$ cat src/rtl/alu_share_arbiter.sv
// Round-robin sharer for one external combinational 16-bit ALU between two requesters.
// Each accepted operation runs IDLE -> EXEC -> RESP: ack in EXEC, done with held result in RESP.
module alu_share_arbiter (
    input  logic        clk,
    input  logic        rst,
    input  logic        r0_req,
    input  logic        r1_req,
    input  logic [2:0]  r0_opc,
    input  logic [2:0]  r1_opc,
    input  logic [15:0] r0_a,
    input  logic [15:0] r1_a,
    input  logic [15:0] r0_b,
    input  logic [15:0] r1_b,
    input  logic        r0_c,
    input  logic        r1_c,
    output logic        r0_ack,
    output logic        r1_ack,
    output logic        r0_done,
    output logic        r1_done,
    output logic [15:0] r0_res,
    output logic [15:0] r1_res,
    output logic        r0_zer,
    output logic        r0_neg,
    output logic        r1_zer,
    output logic        r1_neg,
    output logic [15:0] alu_inA,
    output logic [15:0] alu_inB,
    output logic [2:0]  alu_opc,
    output logic        alu_inC,
    input  logic [15:0] alu_outW,
    input  logic        alu_zer,
    input  logic        alu_neg,
    output logic        busy
);

    typedef enum logic [1:0] {
        IDLE = 2'd0,
        EXEC = 2'd1,
        RESP = 2'd2
    } state_t;

    state_t state, state_nxt;
    logic   gnt_id;
    logic   last_grant;
    logic   win_id;
    logic   any_req;

    assign any_req = r0_req | r1_req;

    // NOTE: every signal written here gets a default first, so no path can infer a latch.
    always_comb begin
        state_nxt = state;
        win_id    = 1'b0;
        // On a tie the requester that did not win last time goes next.
        if (r0_req && r1_req) begin
            win_id = ~last_grant;
        end else begin
            win_id = r1_req;
        end
        case (state)
            IDLE:    if (any_req) state_nxt = EXEC;
            EXEC:    state_nxt = RESP;
            RESP:    state_nxt = IDLE;
            default: state_nxt = IDLE;
        endcase
    end

    // NOTE: sequential state uses non-blocking assignments so every register samples pre-edge values.
    always_ff @(posedge clk) begin
        if (rst) begin
            state <= IDLE;
        end else begin
            state <= state_nxt;
        end
    end

    always_ff @(posedge clk) begin
        if (rst) begin
            gnt_id     <= 1'b0;
            last_grant <= 1'b1;
            alu_inA    <= '0;
            alu_inB    <= '0;
            alu_opc    <= '0;
            alu_inC    <= 1'b0;
            r0_res     <= '0;
            r0_zer     <= 1'b0;
            r0_neg     <= 1'b0;
            r1_res     <= '0;
            r1_zer     <= 1'b0;
            r1_neg     <= 1'b0;
        end else begin
            if (state == IDLE && any_req) begin
                gnt_id     <= win_id;
                last_grant <= win_id;
                alu_inA    <= win_id ? r1_a   : r0_a;
                alu_inB    <= win_id ? r1_b   : r0_b;
                alu_opc    <= win_id ? r1_opc : r0_opc;
                alu_inC    <= win_id ? r1_c   : r0_c;
            end
            // Operands have been on the ALU for a full cycle, so its outputs are settled here.
            if (state == EXEC) begin
                if (gnt_id) begin
                    r1_res <= alu_outW;
                    r1_zer <= alu_zer;
                    r1_neg <= alu_neg;
                end else begin
                    r0_res <= alu_outW;
                    r0_zer <= alu_zer;
                    r0_neg <= alu_neg;
                end
            end
        end
    end

    assign r0_ack  = (state == EXEC) && !gnt_id;
    assign r1_ack  = (state == EXEC) &&  gnt_id;
    assign r0_done = (state == RESP) && !gnt_id;
    assign r1_done = (state == RESP) &&  gnt_id;
    assign busy    = (state != IDLE);

endmodule

$ cat config.mk
export PLATFORM = sky130hd
export DESIGN_NAME = alu_share_arbiter
export DESIGN_NICKNAME = d
export VERILOG_FILES = /design/src/rtl/alu_share_arbiter.sv
export SDC_FILE = /design/constraint.sdc
export NUM_CORES = 1
export LEC_CHECK = 0
export ABC_AREA = 1
export CORE_ASPECT_RATIO = 2
export CORE_MARGIN = 5
export CORE_UTILIZATION = 40
export CTS_CLUSTER_DIAMETER = 60
export DETAILED_ROUTE_END_ITERATION = 6
export GPL_ROUTABILITY_DRIVEN = 0
export PLACE_DENSITY = 0.78
export SYNTH_ARGS = -nofsm -noshare
export SYNTH_HDL_FRONTEND = slang
export SYNTH_SLANG_ARGS = --single-unit
$ cat constraint.sdc
create_clock -name clk -period 1.3 [get_ports clk]
set_input_delay 0.325 -clock clk [delete_from_list [all_inputs] [get_ports clk]]
set_output_delay 0.325 -clock clk [all_outputs]
set_load 0.02 [all_outputs]
==> impl_metrics.json, run 1 <==
{
  "outcome": "finished with violations",
  "violations": "setup timing",
  "via_per_inst": 4.710,
  "internal_power_contribution_mw": 4.975,
  "maximum_frequency_from_static_timing_analysis_mhz": 715.7,
  "rsz0062_at_grt": "true",
  "syn2layout_area_growth_pct": 58.03,
  "synth.avg_cell_area_sq_um": 6.449,
  "worst_ep_arrival_time_ps": 1070,
  "synth_area_sq_mm": 0.003676,
  "initial_utilization": 0.4079,
  "ys_warn_count": 0,
  "port_buffers": 170,
  "power.ir.vdd_worst_mv": 0.7080,
  "setup.worst_path.class": "flip-flop to output port",
  "seq_power_share": 0.375,
  "overflow": 0,
  "final_cell_count_no_fill": 846,
  "layout_commonest_cell": "sky130_fd_sc_hd__nand2_1",
  "routed_vias": 3985,
  "drive_above_1_share": 0.1801,
  "pwr-share-comb": 0.267,
  "final_nets": 833,
  "route.antenna.remaining_nets": 0,
  "power.share.switching": 0.2993,
  "grt_usage": 0.1893,
  "die_width_microns": 77.79,
  "tritoncts": "yes",
  "critical_path.max_stage_delay_ps": 360,
  "drtPass1Iterations": 6,
  "total_leakage_power_nw": 2.721,
  "cp_cell_sequence": "nor3_2, buf_4",
  "hpwl_microns": 8121,
  "mappedNetlistNets": 664,
  "hold-worst-slack_ps": 449.0,
  "htree_levels": 3,
  "dieArea_sq_mm": 0.01132,
  "critPathMaxFanout": 4,
  "clkLatencyLatePin_ps": 330,
  "antenna_cells": 0,
  "synth_seq_cells": 76,
  "fin_area_sq_mm": 0.005809,
  "drc_errors": 0,
  "clkSlewWorstSetupHoldPaths_ps": 60,
  "setup_viols_final": 38,
  "cts_max_path_buffers": 2,
  "timing.critical_path.depth": 2,
  "clkPwrFrac": 0.358,
  "worstHoldStart": "r1_req",
  "grt_pass1_wl_microns": 17660,
  "inst_count_dp": 825,
  "netSwitchingPower_mw": 2.124,
  "synth_cells": 570,
  "first_iter_violations": 99,
  "layout_min_cycle_time_ps": 1397,
  "setup_ws_ps": -97.26,
  "detail_route.wirelength_microns": 11160,
  "synth.yosys.seq_area_share": 0.4139,
  "cp-end-kind": "output port",
  "reg2reg_from": "state[0]",
  "post-route-period-util": 1.075,
  "post_synth_num_cell_types": 18,
  "start_kind": "flip-flop",
  "critical_path.top_delay_family": "flip-flops",
  "worst-r2r-cell-count": 9,
  "finalHoldViolations": 0,
  "final_max_slew_viol_count": 0,
  "grt_antenna_before_repair": 0,
  "std_cell_rows": 49,
  "total_power_mw": 7.099,
  "design.core.area_sq_mm": 0.009012,
  "crit_buf_inv": 1,
  "layout.cells.most_common_list": "sky130_fd_sc_hd__nand2_1 (185), sky130_fd_sc_hd__nor2_1 (111), sky130_fd_sc_hd__clkdlybuf4s50_1 (91)",
  "ioPinCount": 171,
  "post_drt_wl_per_cell_microns": 13.19,
  "slew-limit-headroom": 0.7756,
  "nFillCells": 827,
  "critPathLaunch": "gnt_id",
  "hold_class": "input port to flip-flop",
  "hold_buffers": 0,
  "cp_data_required_time_ps": 980,
  "clock_sink_count": 76,
  "worst_hold_path.num_cells": 5,
  "cts_buffers": 9,
  "cap_viol_max_count": 0,
  "via_count_of_the_first_global_routing_pass": 3809,
  "tightestPinTransition_ps": 336.6,
  "clk_root_buffer_cell": "sky130_fd_sc_hd__clkbuf_16",
  "fp.dieH_microns": 145.6,
  "power.density_cell_area_mw_per_mm2": 1222,
  "critPathSlowestCell": "sky130_fd_sc_hd__dfxtp_4",
  "detailed_place.area_sq_mm": 0.005509,
  "grt_max_degree": 73,
  "final.setup_skew_ps": 6.876
}
-- power by group through the flow --
stage	sequential (mW)	clock [mW]	combinational (mW)
after global routing	2.68	2.72	2.10
after floorplan	2.93	0	0.785
after global placement	2.70	0	1.89
after CTS	2.66	2.59	1.90
final	2.66	2.54	1.90
after detailed placement	2.71	0	1.92
-- kinds of logic after synthesis --
logic type / count (synthesis) / synth area share
buffers and inverters: 97 / 0.1154
flip-flops: 76 / 0.4139
AND/OR/NAND/NOR: 341 / 0.3700
AO/OA/AOI/OAI: 56 / 0.1008
-- cell type report --
type,instances,area (sq um),share of cell area
multi-input cells,397,1743,0.3000
repair buffers,193,1859,0.3201
clock buffers,10,239.0,0.04114
clock inverters,6,70.07,0.01206
inverters,62,240.2,0.04135
well taps,102,127.6,0.02197
flip-flops and latches,76,1530,0.2634
-- per-layer routing --
metal,vias up,global-route usage,wire length (microns)
met4,0,0.07917,374
li1,2067,-,-
met2,136,0.3580,6120
met1,1759,0.1856,3925
met5,-,0,0
met3,23,0.05081,741
-- through the flow --
step	TNS (ps)	setup slack, ps	utilization
detailed placement	-14320	-362.0	0.6113
finish	-1097	-97.26	0.6446
global route	-4710	-143.1	0.6446
floorplan	0	16.38	-
global placement	-12720	-317.6	0.6113
CTS	-792.3	-95.89	0.6585
-- sequential cells by signal, summed over array words and instances (netlist names) --
| signal | flops |
|---|---|
| alu_inA | 16 |
| alu_inB | 16 |
| alu_inC | 1 |
| alu_opc | 3 |
| gnt_id | 1 |
| last_grant | 1 |
| r0_neg | 1 |
| r0_res | 16 |
| r0_zer | 1 |
| r1_neg | 1 |
| r1_res | 16 |
| r1_zer | 1 |
| state | 2 |
-- worst register-to-register path, delay by kind of cell, from the launching register on --
kind | cells | cell delay, ps
AND/OR/NAND/NOR | 5 | 370
flip-flops | 1 | 380
buffers and inverters | 4 | 500
-- cell usage after synthesis, drive strengths merged --
| library cell | instances | share of area |
|---|---|---|
| a21boi | 36 | 0.074 |
| a21oi | 20 | 0.027 |
| buf | 20 | 0.037 |
| clkbuf | 15 | 0.015 |
| dfxtp | 76 | 0.41 |
| inv | 62 | 0.063 |
| nand2 | 187 | 0.19 |
| nand3 | 39 | 0.058 |
| nor2 | 112 | 0.12 |
| nor3 | 3 | 0.0041 |
-- path summary, 6_finish.rpt --
path / to / slack (ps)
worst max-delay path: r0_done / -100
worst min-delay path: gnt_id / 450
worst min register to register: r1_res[5] / 460
worst max register to register: alu_inB[12] / -40
-- repair_timing --
action                     4_1_cts  5_1_grt
setup endpoints to repair       96       76
buffers inserted                 0        1
cloned                           1        3
pin swaps                        2        2
gates resized for setup        247       38
(Power assumes the default switching activity.)
==> inputs of run 2 (changes only) <==
CORE_UTILIZATION = 42   (was 40)
PLACE_DENSITY = 0.82   (was 0.78)
RECOVER_POWER = 25   (was default)
==> impl_metrics.json, run 2 (synthesis gave the netlist of run 1 again) <==
{
  "syn2layout_area_growth_pct": 61.74,
  "clkLatencyLatePin_ps": 330,
  "tightestPinTransition_ps": 448.4,
  "start_kind": "flip-flop",
  "inst_count_dp": 824,
  "layout.cells.most_common_list": "sky130_fd_sc_hd__nand2_1 (183), sky130_fd_sc_hd__nor2_1 (109), sky130_fd_sc_hd__clkdlybuf4s50_1 (91)",
  "hold_class": "input port to flip-flop",
  "post-route-period-util": 1.086,
  "port_buffers": 170,
  "via_count_of_the_first_global_routing_pass": 3953,
  "cts_max_path_buffers": 2,
  "critical_path.max_stage_delay_ps": 400,
  "critPathMostFrequentCell": "sky130_fd_sc_hd__buf_6",
  "crit_buf_inv": 3,
  "cap_viol_max_count": 0,
  "tritoncts": "yes",
  "die_width_microns": 76.16,
  "clkSlewWorstSetupHoldPaths_ps": 60,
  "grt_max_degree": 73,
  "rsz0062_at_grt": "true",
  "outcome": "finished with violations",
  "fin_util": 0.6923,
  "final_max_slew_viol_count": 0,
  "sequential_cell_area_sq_mm": 0.001530,
  "multi_input_area_sq_mm": 0.001760,
  "setup_ws_ps": -111.9,
  "grt_antenna_before_repair": 0,
  "drtPass1Iterations": 4,
  "design.core.area_sq_mm": 0.008588,
  "setup_viols_final": 39,
  "grt_usage": 0.2054,
  "final_cell_count_no_fill": 851,
  "reg2reg_from": "state[1]",
  "min_delay_worst_endpoint": "gnt_id",
  "drive_above_1_share": 0.1800,
  "routed_vias": 4091,
  "maximum_frequency_from_static_timing_analysis_mhz": 708.3,
  "hpwl_microns": 8467,
  "critPathMaxFanout": 5,
  "grt_pass1_wl_microns": 18210,
  "nFillCells": 722,
  "slew-limit-headroom": 0.7010,
  "power.density_cell_area_mw_per_mm2": 1201,
  "hold_buffers": 0,
  "reg2reg_slack_ps": -70,
  "total_leakage_power_nw": 2.736,
  "clock_sink_count": 76,
  "std_cell_rows": 48,
  "worst_ep_arrival_time_ps": 1090,
  "layout_min_cycle_time_ps": 1412,
  "layout_commonest_cell": "sky130_fd_sc_hd__nand2_1",
  "overflow": 0,
  "detail_route.wirelength_microns": 12060,
  "worst_hold_path.num_cells": 5,
  "finalHoldViolations": 0,
  "first_iter_violations": 131,
  "detailed_place.area_sq_mm": 0.005537,
  "cts_buffers": 9,
  "place_ws_ps": -363.1,
  "final.setup_skew_ps": 7.891,
  "final_nets": 839,
  "cp_cell_sequence": "buf_6, nand3_4, inv_2, buf_6",
  "critical_path.top_delay_family": "flip-flops",
  "post_drt_wl_per_cell_microns": 14.18,
  "clk_root_buffer_cell": "sky130_fd_sc_hd__clkbuf_16",
  "r2r-end": "alu_opc[2]",
  "cp-end-kind": "output port",
  "via_per_inst": 4.807,
  "drc_errors": 0,
  "fp.dieH_microns": 142.3,
  "worst-r2r-cell-count": 8,
  "setup.worst_path.class": "flip-flop to output port",
  "worstHoldStart": "r1_req",
  "fin_area_sq_mm": 0.005946,
  "dieArea_sq_mm": 0.01084,
  "ioPinCount": 171,
  "power.ir.vdd_worst_mv": 0.8227,
  "violations": "setup timing",
  "initial_utilization": 0.4280,
  "critPathSlowestCell": "sky130_fd_sc_hd__dfxtp_4",
  "htree_levels": 3,
  "cp_data_required_time_ps": 980,
  "route.antenna.remaining_nets": 0
}
-- run 2: cell types whose count changed in the layout (fill, tap and decap cells not counted), moves of 3 or more --
| cell | change |
|---|---|
| sky130_fd_sc_hd__clkdlybuf4s15_2 | +8 |
| sky130_fd_sc_hd__clkbuf_2 | -6 |
| sky130_fd_sc_hd__clkbuf_1 | +6 |
| sky130_fd_sc_hd__buf_2 | -9 |
| sky130_fd_sc_hd__buf_4 | -3 |
| sky130_fd_sc_hd__buf_6 | +6 |
-- run 2: routing by layer --
layer  up-vias  track usage  part of all wire
met5         -            0                 0
met4         0      0.09493             0.035
met3        25      0.05703             0.058
met2       156       0.3897              0.56
met1      1834       0.2020              0.35
li1       2076            -                 -
-- run 2: worst max path at each step --
stage	startpoint	end	slack [ps]	cells past startpoint
after floorplan	gnt_id	r1_done	20	2
after global placement	r0_req	alu_inA[14]	-310	7
after detailed placement	r0_req	alu_inA[14]	-360	7
after CTS	gnt_id	r1_done	-120	3
after global routing	state[1]	alu_opc[2]	-170	8
final	state[0]	r0_ack	-110	4
-- run 2: final cells by class --
cell class	count	share of cell area
Antenna cell	1	0.0004209
Clock buffer	10	0.04019
Clock inverter	6	0.01073
Inverter	62	0.03956
Multi-Input combinational cell	397	0.2961
Sequential cell	76	0.2574
Tap cell	100	0.02104
Timing Repair Buffer	199	0.3346
-- run 2: power by group --
group	switching, mW	leakage (nW)	internal, mW
clock network	0.962	0.144	1.53
registers	0.119	0.627	2.54
logic	1.06	1.96	0.929
-- run 2: repair_timing --
item                                    4_1_cts  5_1_grt
cloned                                        1        5
endpoints found under the setup margin       80       71
resized for setup                           247       34
pin swaps                                     1        1
endpoints found under the hold margin         0        0
setup buffers                                 4        1
-- run 2: through the flow --
step           TNS (ps)  hold slack, ps  power [mW]
2_1_floorplan         0           401.2       3.714
3_3_place_gp     -12110           451.8       4.600
3_5_place_dp     -14130           454.3       4.653
4_1_cts          -427.8           425.1       7.173
5_1_grt           -4932           446.3       7.497
6_report          -1725           431.0       7.142
-- run 2: worst register-to-register path, stage by stage (launching register included) --
cell	delay [ps]
sky130_fd_sc_hd__dfxtp_2	340
sky130_fd_sc_hd__inv_4	90
sky130_fd_sc_hd__nand2_2	90
sky130_fd_sc_hd__buf_4	140
sky130_fd_sc_hd__nor2_4	190
sky130_fd_sc_hd__buf_12	200
sky130_fd_sc_hd__nand2_1	70
sky130_fd_sc_hd__nor2_1	100
sky130_fd_sc_hd__nor2_1	50
==> inputs of run 3 (changes only) <==
PLACE_DENSITY = default   (was 0.82)
PLACE_DENSITY_LB_ADDON = 0.2   (was default)
clock period = 1.5 ns   (was 1.3 ns; I/O delays follow)
==> impl_metrics.json, run 3 (synthesis gave the netlist of run 1 again) <==
{
  "rsz0062_at_grt": "false",
  "min_delay_worst_endpoint": "r1_res[11]",
  "overflow": 0,
  "netSwitchingPower_mw": 1.778,
  "worst_ep_arrival_time_ps": 1070,
  "layout_commonest_cell": "sky130_fd_sc_hd__nand2_1",
  "hold_buffers": 0,
  "worst-r2r-cell-count": 6,
  "critPathMostFrequentCell": "sky130_fd_sc_hd__buf_4",
  "groute.layer.met2.usage": 0.3580,
  "drive_above_1_share": 0.07703,
  "pwr-share-comb": 0.239,
  "power.share.switching": 0.2746,
  "grt_busiest_layer": "met2",
  "power.ir.vdd_worst_mv": 0.6536,
  "setup_viols_final": 0,
  "final.setup_skew_ps": 5.716,
  "worstHoldStart": "r1_res[11]",
  "layout.cells.most_common_list": "sky130_fd_sc_hd__nand2_1 (185), sky130_fd_sc_hd__nor2_1 (111), sky130_fd_sc_hd__clkdlybuf4s50_1 (92)",
  "cp_cell_sequence": "buf_4, nand3_4, inv_2, buf_4",
  "final_cell_count_no_fill": 840,
  "gr-usage-met3": 0.06337,
  "syn2layout_area_growth_pct": 58.24,
  "grt_antenna_before_repair": 0,
  "slew-limit-headroom": 0.6251,
  "die_width_microns": 76.16,
  "cts_buffers": 9,
  "cap_viol_max_count": 0,
  "seq_power_share": 0.355,
  "routed_vias": 3898,
  "fin_area_sq_mm": 0.005817,
  "critical_path.max_stage_delay_ps": 350,
  "grt_pass1_wl_microns": 17570,
  "clkSlewWorstSetupHoldPaths_ps": 50,
  "via_per_inst": 4.640,
  "antenna_cells": 0,
  "clock_sink_count": 76,
  "fp.dieH_microns": 142.3,
  "critPathSlowestCell": "sky130_fd_sc_hd__dfxtp_2",
  "grt_usage": 0.1962,
  "setup.worst_path.class": "flip-flop to output port",
  "maximum_frequency_from_static_timing_analysis_mhz": 692.2,
  "finalHoldViolations": 0,
  "post-cts-setup-buffer-count": 0,
  "grt_max_degree": 43,
  "std_cell_rows": 48,
  "internal_power_contribution_mw": 4.695,
  "setup_total_negative_slack_ps": 0,
  "drc_errors": 0,
  "post-route-period-util": 0.9631,
  "design.core.area_sq_mm": 0.008588,
  "grt_util_met1": 0.2020,
  "cts_max_path_buffers": 2,
  "critical_path.top_delay_family": "flip-flops",
  "worst_hold_path.num_cells": 2,
  "dieArea_sq_mm": 0.01084,
  "clkLatencyLatePin_ps": 330,
  "first_iter_violations": 96,
  "via_count_of_the_first_global_routing_pass": 3799,
  "clk_root_buffer_cell": "sky130_fd_sc_hd__clkbuf_16",
  "r2r-end": "r0_res[5]",
  "power.density_cell_area_mw_per_mm2": 1113,
  "cp_data_required_time_ps": 1120,
  "hpwl_microns": 8119,
  "clkPwrFrac": 0.405,
  "outcome": "completed",
  "reg2reg_slack_ps": 170,
  "final_nets": 829,
  "tritoncts": "yes",
  "inst_count_dp": 824,
  "post_drt_wl_per_cell_microns": 12.56,
  "crit_buf_inv": 3,
  "critPathMaxFanout": 3,
  "port_buffers": 170,
  "drtPass1Iterations": 4,
  "reg2reg_from": "state[1]",
  "cp-end-kind": "output port",
  "detail_route.wirelength_microns": 10550,
  "initial_utilization": 0.4280,
  "layout_min_cycle_time_ps": 1445,
  "hold_class": "flip-flop to flip-flop",
  "route.antenna.remaining_nets": 0,
  "start_kind": "flip-flop",
  "total_leakage_power_nw": 2.930,
  "htree_levels": 3,
  "tightestPinTransition_ps": 562.4,
  "detailed_place.area_sq_mm": 0.005539,
  "final_max_slew_viol_count": 0,
  "ioPinCount": 171
}
-- run 3: worst max path at each step --
stage,start,slack (ps),to,cells after the start
2_1_floorplan,gnt_id,170,r1_done,2
3_3_place_gp,r0_req,-160,alu_inB[12],7
3_5_place_dp,r0_req,-210,alu_inB[12],7
4_1_cts,state[0],-6,busy,3
5_1_grt,state[0],5,r0_done,2
6_report,gnt_id,60,r1_ack,4
-- run 3: area by class of cell --
cell class | count | area (sq um)
clock inverters | 7 | 138.9
inverters | 62 | 235.2
multi-input cells | 397 | 1749
clock buffers | 9 | 225.2
repair buffers | 189 | 1815
well taps | 100 | 125.1
flip-flops and latches | 76 | 1528
fillers | 777 | 2771
-- run 3: power groups by stage --
stage                     clock network (mW)  logic (mW)  registers, mW
final                                   2.62        1.55           2.30
after global routing                    2.76        1.73           2.32
after CTS                               2.68        1.57           2.30
after detailed placement                   0        1.69           2.35
after global placement                     0        1.66           2.34
after floorplan                            0       0.681           2.54
-- run 3: metrics by stage --
step                        util  total power [mW]  setup slack (ps)  hold slack [ps]
after global routing      0.6773             6.813             5.436            468.9
after detailed placement  0.6450             4.036            -213.0            457.4
final                     0.6773             6.473             55.32            459.4
after global placement    0.6450             3.997            -161.5            450.3
after floorplan                -             3.219             166.4            441.0
after CTS                 0.6764             6.549            -6.260            463.6
-- run 3: worst min-delay path, delay by kind of cell (launching register included) --
family | cells | cell delay (ps)
simple gates | 1 | 50
compound gates | 1 | 60
flops | 1 | 300
-- run 3: what timing repair did --
action                                  4_1_cts  5_1_grt
endpoints found under the hold margin         0        0
gates cloned                                  0        0
gates resized for setup                      98        9
pin swaps                                     0        1
endpoints found under the setup margin       77        5
-- run 3: metal layers --
metal  wire [microns]  vias to the layer above
met1             3900                     1692
li1                 -                     2058
met4              312                        0
met5                0                        -
met3              777                       21
met2             5556                      127
